--- src/rtl/sram_fill_writer_pkg.sv ---
// Shared widths, defaults and FSM encoding for the instruction-SRAM fill writer.
package sram_fill_writer_pkg;

    localparam int unsigned DATA_W         = 72;  // 8 instructions x 9 bits
    localparam int unsigned ADDR_W         = 8;
    localparam int unsigned DEF_FIFO_DEPTH = 4;

    typedef enum logic [1:0] {
        StIdle = 2'd0,
        StFill = 2'd1,
        StDone = 2'd2
    } fill_state_e;

    // A length of zero encodes a full sweep of the address space.
    function automatic logic [ADDR_W:0] fill_len(input logic [ADDR_W-1:0] len);
        logic [ADDR_W:0] n;
        n = {1'b0, len};
        if (len == '0) begin
            n = {1'b1, {ADDR_W{1'b0}}};
        end
        return n;
    endfunction

endpackage

--- src/rtl/sram_fill_writer_sync_fifo.sv ---
// Small synchronous FIFO with first-word-fall-through head and async active-low clear.
module sram_fill_writer_sync_fifo #(
    parameter int unsigned Width = 72,
    parameter int unsigned Depth = 4   // power of 2, at least 2
) (
    input  logic             i_clk,
    input  logic             rst,
    input  logic             i_push,
    input  logic [Width-1:0] i_data,
    input  logic             i_pop,
    output logic [Width-1:0] o_data,
    output logic             o_full,
    output logic             o_empty
);

    localparam int unsigned PtrW = $clog2(Depth);

    logic [Width-1:0] r_mem [Depth];
    logic [PtrW:0]    r_wr_ptr;
    logic [PtrW:0]    r_rd_ptr;
    logic             w_do_push;
    logic             w_do_pop;

    // Extra pointer bit distinguishes full from empty when the indices match.
    assign o_empty   = (r_wr_ptr == r_rd_ptr);
    assign o_full    = (r_wr_ptr[PtrW] != r_rd_ptr[PtrW]) &&
                       (r_wr_ptr[PtrW-1:0] == r_rd_ptr[PtrW-1:0]);
    assign w_do_push = i_push && !o_full;   // a same-cycle pop does not make room
    assign w_do_pop  = i_pop && !o_empty;
    assign o_data    = r_mem[r_rd_ptr[PtrW-1:0]];

    // Pointer update; clearing the pointers discards all contents.
    always_ff @(posedge i_clk or negedge rst) begin
        if (!rst) begin
            r_wr_ptr <= '0;
            r_rd_ptr <= '0;
        end else begin
            if (w_do_push) r_wr_ptr <= r_wr_ptr + 1'b1;
            if (w_do_pop)  r_rd_ptr <= r_rd_ptr + 1'b1;
        end
    end

    // Storage array; contents are don't-care while the FIFO is empty.
    always_ff @(posedge i_clk) begin
        if (w_do_push) r_mem[r_wr_ptr[PtrW-1:0]] <= i_data;
    end

endmodule

--- src/rtl/sram_fill_writer.sv ---
// Write-side controller for the 8-bank instruction SRAM: buffers a fill stream and
// shares the single SRAM port with fetch reads, forcing a write after a bounded stall.
module sram_fill_writer
    import sram_fill_writer_pkg::*;
#(
    parameter int unsigned FIFO_DEPTH = DEF_FIFO_DEPTH,
    parameter int unsigned STALL_MAX  = 16
) (
    input  logic              i_fire,
    input  logic              rst,
    input  logic              i_fillReq,
    input  logic [ADDR_W-1:0] i_baseAddr,
    input  logic [ADDR_W-1:0] i_fillLen,
    input  logic              i_inValid,
    input  logic [DATA_W-1:0] i_inData,
    output logic              o_inReady,
    input  logic              i_readReq,
    output logic              o_read_en,
    output logic              o_write_en,
    output logic [ADDR_W-1:0] o_writeAddr,
    output logic [DATA_W-1:0] o_writeData,
    output logic              o_busy,
    output logic              o_done
);

    localparam int unsigned StallW = $clog2(STALL_MAX + 1);

    fill_state_e       r_state;
    fill_state_e       w_state_next;
    logic [ADDR_W-1:0] r_cur_addr;
    logic [ADDR_W:0]   r_rem_wr;
    logic [ADDR_W:0]   r_rem_in;
    logic [StallW-1:0] r_stall_cnt;

    logic              w_full;
    logic              w_empty;
    logic [DATA_W-1:0] w_head;
    logic              w_in_ready;
    logic              w_push;
    logic              w_write_en;
    logic              w_starved;

    assign w_starved = (r_stall_cnt == StallW'(STALL_MAX));
    assign w_push    = i_inValid && w_in_ready;

    sram_fill_writer_sync_fifo #(
        .Width (DATA_W),
        .Depth (FIFO_DEPTH)
    ) u_fifo (
        .i_clk   (i_fire),
        .rst     (rst),
        .i_push  (w_push),
        .i_data  (i_inData),
        .i_pop   (w_write_en),
        .o_data  (w_head),
        .o_full  (w_full),
        .o_empty (w_empty)
    );

    // State register.
    always_ff @(posedge i_fire or negedge rst) begin
        if (!rst) begin
            r_state <= StIdle;
        end else begin
            r_state <= w_state_next;
        end
    end

    // Next-state logic plus handshake and port arbitration; reads win unless starved.
    always_comb begin
        w_state_next = r_state;
        w_in_ready   = 1'b0;
        w_write_en   = 1'b0;
        o_busy       = 1'b0;
        o_done       = 1'b0;
        unique case (r_state)
            StIdle: begin
                if (i_fillReq) w_state_next = StFill;
            end
            StFill: begin
                o_busy     = 1'b1;
                w_in_ready = !w_full && (r_rem_in != '0);
                w_write_en = !w_empty && (!i_readReq || w_starved);
                if (w_write_en && (r_rem_wr == (ADDR_W+1)'(1))) w_state_next = StDone;
            end
            StDone: begin
                o_done       = 1'b1;
                w_state_next = StIdle;
            end
            default: w_state_next = StIdle;
        endcase
    end

    // Address, remaining-count and starvation counters.
    always_ff @(posedge i_fire or negedge rst) begin
        if (!rst) begin
            r_cur_addr  <= '0;
            r_rem_wr    <= '0;
            r_rem_in    <= '0;
            r_stall_cnt <= '0;
        end else if (r_state == StIdle) begin
            if (i_fillReq) begin
                r_cur_addr  <= i_baseAddr;
                r_rem_wr    <= fill_len(i_fillLen);
                r_rem_in    <= fill_len(i_fillLen);
                r_stall_cnt <= '0;
            end
        end else if (r_state == StFill) begin
            if (w_push) r_rem_in <= r_rem_in - 1'b1;
            if (w_write_en) begin
                r_cur_addr  <= r_cur_addr + 1'b1;   // wraps modulo 2^ADDR_W
                r_rem_wr    <= r_rem_wr - 1'b1;
                r_stall_cnt <= '0;
            end else if (!w_empty && i_readReq && !w_starved) begin
                r_stall_cnt <= r_stall_cnt + 1'b1;
            end
        end
    end

    // Address/data forced to zero when idle so the port reads quiet outside a write.
    assign o_inReady   = w_in_ready;
    assign o_write_en  = w_write_en;
    assign o_read_en   = i_readReq && !w_write_en;
    assign o_writeAddr = w_write_en ? r_cur_addr : '0;
    assign o_writeData = w_write_en ? w_head : '0;

endmodule

--- config.mk ---
export PLATFORM = sky130hd
export DESIGN_NAME = sram_fill_writer
export DESIGN_NICKNAME = d
export VERILOG_FILES = /design/src/rtl/sram_fill_writer_pkg.sv /design/src/rtl/sram_fill_writer_sync_fifo.sv /design/src/rtl/sram_fill_writer.sv
export SDC_FILE = /design/constraint.sdc
export NUM_CORES = 1
export LEC_CHECK = 0
export BUFFER_PORTS_ARGS = -buffer_cell sky130_fd_sc_hd__buf_2
export CAP_MARGIN = 20
export CORE_ASPECT_RATIO = 0.9
export CORE_UTILIZATION = 35
export DETAILED_ROUTE_END_ITERATION = 8
export PLACE_DENSITY = 0.52
export SYNTH_ARGS = -nofsm -noshare
export SYNTH_HDL_FRONTEND = slang
export SYNTH_SLANG_ARGS = --single-unit
--- constraint.sdc ---
create_clock -name i_fire -period 3.55 [get_ports i_fire]
set_clock_uncertainty 0.2 [all_clocks]
set_input_delay 0.355 -clock i_fire [delete_from_list [all_inputs] [get_ports i_fire]]
set_output_delay 0.355 -clock i_fire [all_outputs]
set_load 0.005 [all_outputs]
==> impl_metrics.env <==
export IMPL_status="complete, no violations"
export IMPL_timing_max_cap_violations=0
export IMPL_cell_internal_pwr_w=0.00926
export IMPL_viasPerCell=5.16
export IMPL_route_detailed_drc=0
export IMPL_p_leak_nw=6.34
export IMPL_antenna_found_initial=2
export IMPL_maxSlewViolCount=0
export IMPL_combPwrFrac=0.322
export IMPL_slew_headroom=0.354
export IMPL_place_gp_congestion=0.808
export IMPL_p_clk_frac=0.267
export IMPL_synth_warnings=0
export IMPL_swShare=0.309
export IMPL_worstHoldPathType="in -> reg"
export IMPL_min_from="i_fillLen[3]"
export IMPL_clk_pin_slew_ns=0.06
export IMPL_cts_buffer_depth=3
export IMPL_synthArstFlopShare=0.119
export IMPL_met3_usage=0.0343
export IMPL_finalNetCount=1140
export IMPL_cp_end_kind="output port"
export IMPL_yosys_area_share_adder=0.0102
export IMPL_path_buf_inv=2
export IMPL_drive_gt1_frac=0.316
export IMPL_cts_tree="done"
export IMPL_r2r_end="u_fifo.r_mem[2][53]"
export IMPL_synth_top_cell_by_area="edfxtp_1"
export IMPL_yosysUniqueCellTypes=66
export IMPL_initial_core_util=0.359
export IMPL_final_min_clock_period_ns=3.30
export IMPL_core_mm2=0.0376
export IMPL_synth_top_area_share=0.641
export IMPL_pwr_share_seq=0.411
export IMPL_dieArea_mm2=0.0393
export IMPL_synth_area_leaders="edfxtp_1, mux4_2, dfrtp_1"
export IMPL_rsz0062_at_grt="false"
export IMPL_cellPowerDensity_mw_per_mm2=787
export IMPL_syn_inst=767
export IMPL_ir_worst_vdd_mv=0.425
export IMPL_yosys_register_bits=327
export IMPL_worst_r2r_path_depth=6
export IMPL_die_x_um=209
export IMPL_synth_compound_area_frac=0.0469
export IMPL_insertion_delay_ns=0.53
export IMPL_synthXorXnorAreaFrac=0.00650
export IMPL_cp_max_fo=9
export IMPL_num_vias=7989
export IMPL_crit_arrival_ns=2.74
export IMPL_crit_required_ns=2.99
export IMPL_reg2reg_slack_ns=0.46
export IMPL_dpl_hpwl_um=18300
export IMPL_routed_wl_um=31700
export IMPL_top_usage_layer="met2"
export IMPL_tns_ns=0
export IMPL_netSwitchingPower_w=0.00413
export IMPL_dr_pass1_iters=4
export IMPL_ctsResizeCount=0
export IMPL_cts_num_sinks=327
export IMPL_met2_usage=0.255
export IMPL_cts_root_buf="clkbuf_16"
export IMPL_syn_area_mm2=0.0135
export IMPL_crit_chain="inv_1 -> ha_1 -> or4b_4 -> or4_1 -> nand2_1 -> nor2_1 -> buf_2"
export IMPL_ioPinCount=178
export IMPL_synth_top_family_by_area="multiplexers"
export IMPL_start_kind="register"
export IMPL_cp_slowest_stage_delay_ns=0.68
export IMPL_syn_avg_cell_area_um2=17.6
export IMPL_finalHoldViolations=0
export IMPL_drt_iter0_drc=526
export IMPL_holdPathEnd="r_rem_in[3]"
export IMPL_grt_total_usage=0.162
export IMPL_setup_violations=0
export IMPL_ys_flop_type="edfxtp_1"
export IMPL_final_util=0.453
export IMPL_wl_per_cell_um=20.5
export IMPL_synth_nets=871
export IMPL_cp_slowest_cell="or4_1"
export IMPL_tightestPinTransition_ns=0.969
export IMPL_synthMuxAreaShare=0.123
export IMPL_synth_enable_flop_cells=288
export IMPL_overflow=0
export IMPL_grt_pass1_vias=8334
export IMPL_synth_simple_area_share=0.0797
export IMPL_grt_max_degree=86
export IMPL_critPathKind="reg -> out"
export IMPL_crit_family="simple AND/OR/NAND/NOR gates"
export IMPL_grt_util_met1=0.229
export IMPL_numCtsBuffers=37
export IMPL_startpoint="r_rem_in[0]"
export IMPL_fp_row_count=67
export IMPL_port_buffers=177
export IMPL_fin_crit_sh=0.929
export IMPL_ctsHtreeMaxLevel=2
export IMPL_syn2layout_area_growth_pct=26.2
export IMPL_max_freq_mhz=303
export IMPL_die_y_um=188
export IMPL_yosysSeqAreaShare=0.714
export IMPL_ant_nets=0
export IMPL_grt_pass1_wl_um=48700
export IMPL_timing_rr_start="r_rem_in[0]"
export IMPL_holdPathStages=3
==> how the worst max path moves through the flow <==
stage,end,cells after the start,slack [ns]
floorplan,u_fifo.r_wr_ptr[2],7,0.58
global placement,u_fifo.r_mem[2][69],6,0.51
detailed placement,u_fifo.r_mem[2][69],6,0.50
CTS,o_writeData[28],4,0.17
global route,o_writeData[28],4,0.07
finish,o_inReady,7,0.25
==> routing by layer <==
layer / vias up / wire length, um
met2: 216 / 14900
met3: 39 / 1690
met5: - / 11
li1: 3663 / -
met4: 2 / 482
met1: 4069 / 14600
==> worst reg2reg max path: stages, from the launching register on <==
cell	delay, ns
dfrtp_1	0.40
inv_1	0.09
ha_1	0.19
or4b_4	0.50
or4_1	0.68
and3_4	0.43
buf_12	0.29
==> power groups by stage <==
stage | Clock (W) | Combinational (W) | Sequential [W]
6_report | 0.00357 | 0.00432 | 0.00551
5_1_grt | 0.00382 | 0.00471 | 0.00559
4_1_cts | 0.00368 | 0.00442 | 0.00551
3_5_place_dp | 0 | 0.00432 | 0.00558
3_3_place_gp | 0 | 0.00434 | 0.00556
2_1_floorplan | 0 | 0.00275 | 0.00549
==> placed cells by master (no fill, tap or decap), drive strengths merged, types with 4 or more instances in the layout <==
cell type / count
inv: 17
clkbuf: 48
nor2: 18
nand3: 12
edfxtp: 288
clkinv: 13
ha: 11
nand2: 21
mux4: 72
nand4: 5
nor2b: 5
dlygate4sd3: 86
o41ai: 4
a31oi: 13
o21ai: 15
or3: 6
buf: 196
a22o: 4
dfrtp: 39
a21oi: 20
nor3: 10
xnor2: 7
and3: 89
==> registers in the layout, summed over array words and instances, names as in the netlist <==
name             count
r_rem_in             9
u_fifo.r_rd_ptr      3
r_stall_cnt          5
u_fifo.r_wr_ptr      3
r_rem_wr             9
r_cur_addr           8
u_fifo.r_mem       288
r_state              2
==> final cells by class <==
class | count | area (um2)
repair buffers | 282 | 1960
inverters | 16 | 60.1
clock buffers | 48 | 988
flip-flops and latches | 327 | 9630
well taps | 483 | 604
clock inverters | 18 | 150
diodes | 1 | 2.50
multi-input cells | 372 | 3620
fillers | 3325 | 20500
==> synthesized netlist by cell type (all sizes together) (7+ instances only) <==
| cell type | instances |
|---|---|
| edfxtp | 288 |
| nand2 | 21 |
| ha | 11 |
| inv | 15 |
| nand3 | 12 |
| mux4 | 72 |
| xnor2 | 7 |
| a31oi | 13 |
| nor3 | 10 |
| and3 | 89 |
| clkbuf | 39 |
| buf | 13 |
| dfrtp | 39 |
| o21ai | 15 |
| a21oi | 20 |
| nor2 | 18 |
==> metrics by stage <==
| stage | setup WS [ns] | cell area, um2 | total power [W] | hold WS, ns | instances |
|---|---|---|---|---|---|
| floorplan | 0.583 | 13500 | 0.00824 | -0.141 | 767 |
| global placement | 0.514 | 15000 | 0.00990 | 0.278 | 1393 |
| detailed placement | 0.501 | 15000 | 0.00990 | 0.282 | 1393 |
| CTS | 0.167 | 17000 | 0.0136 | 0.0168 | 1545 |
| global route | 0.0728 | 17000 | 0.0141 | 0.0306 | 1546 |
| finish | 0.254 | 17000 | 0.0134 | 0.0407 | 1547 |
==> cell families after synthesis <==
kind of cell | Yosys count
AND/OR/NAND/NOR | 184
multiplexers | 75
AO/OA/AOI/OAI | 92
adder cells (fa/ha/maj) | 11
flip-flops | 327
XOR/XNOR | 10
buffers and inverters | 68
==> timing repair <==
item | 4_1_cts | 5_1_grt
setup buffers | 0 | 1
hold buffers | 86 | 0
endpoints found under the hold margin | 340 | 0
endpoints found under the setup margin | 0 | 1
No activity file was read; power rests on OpenSTA's default activity.
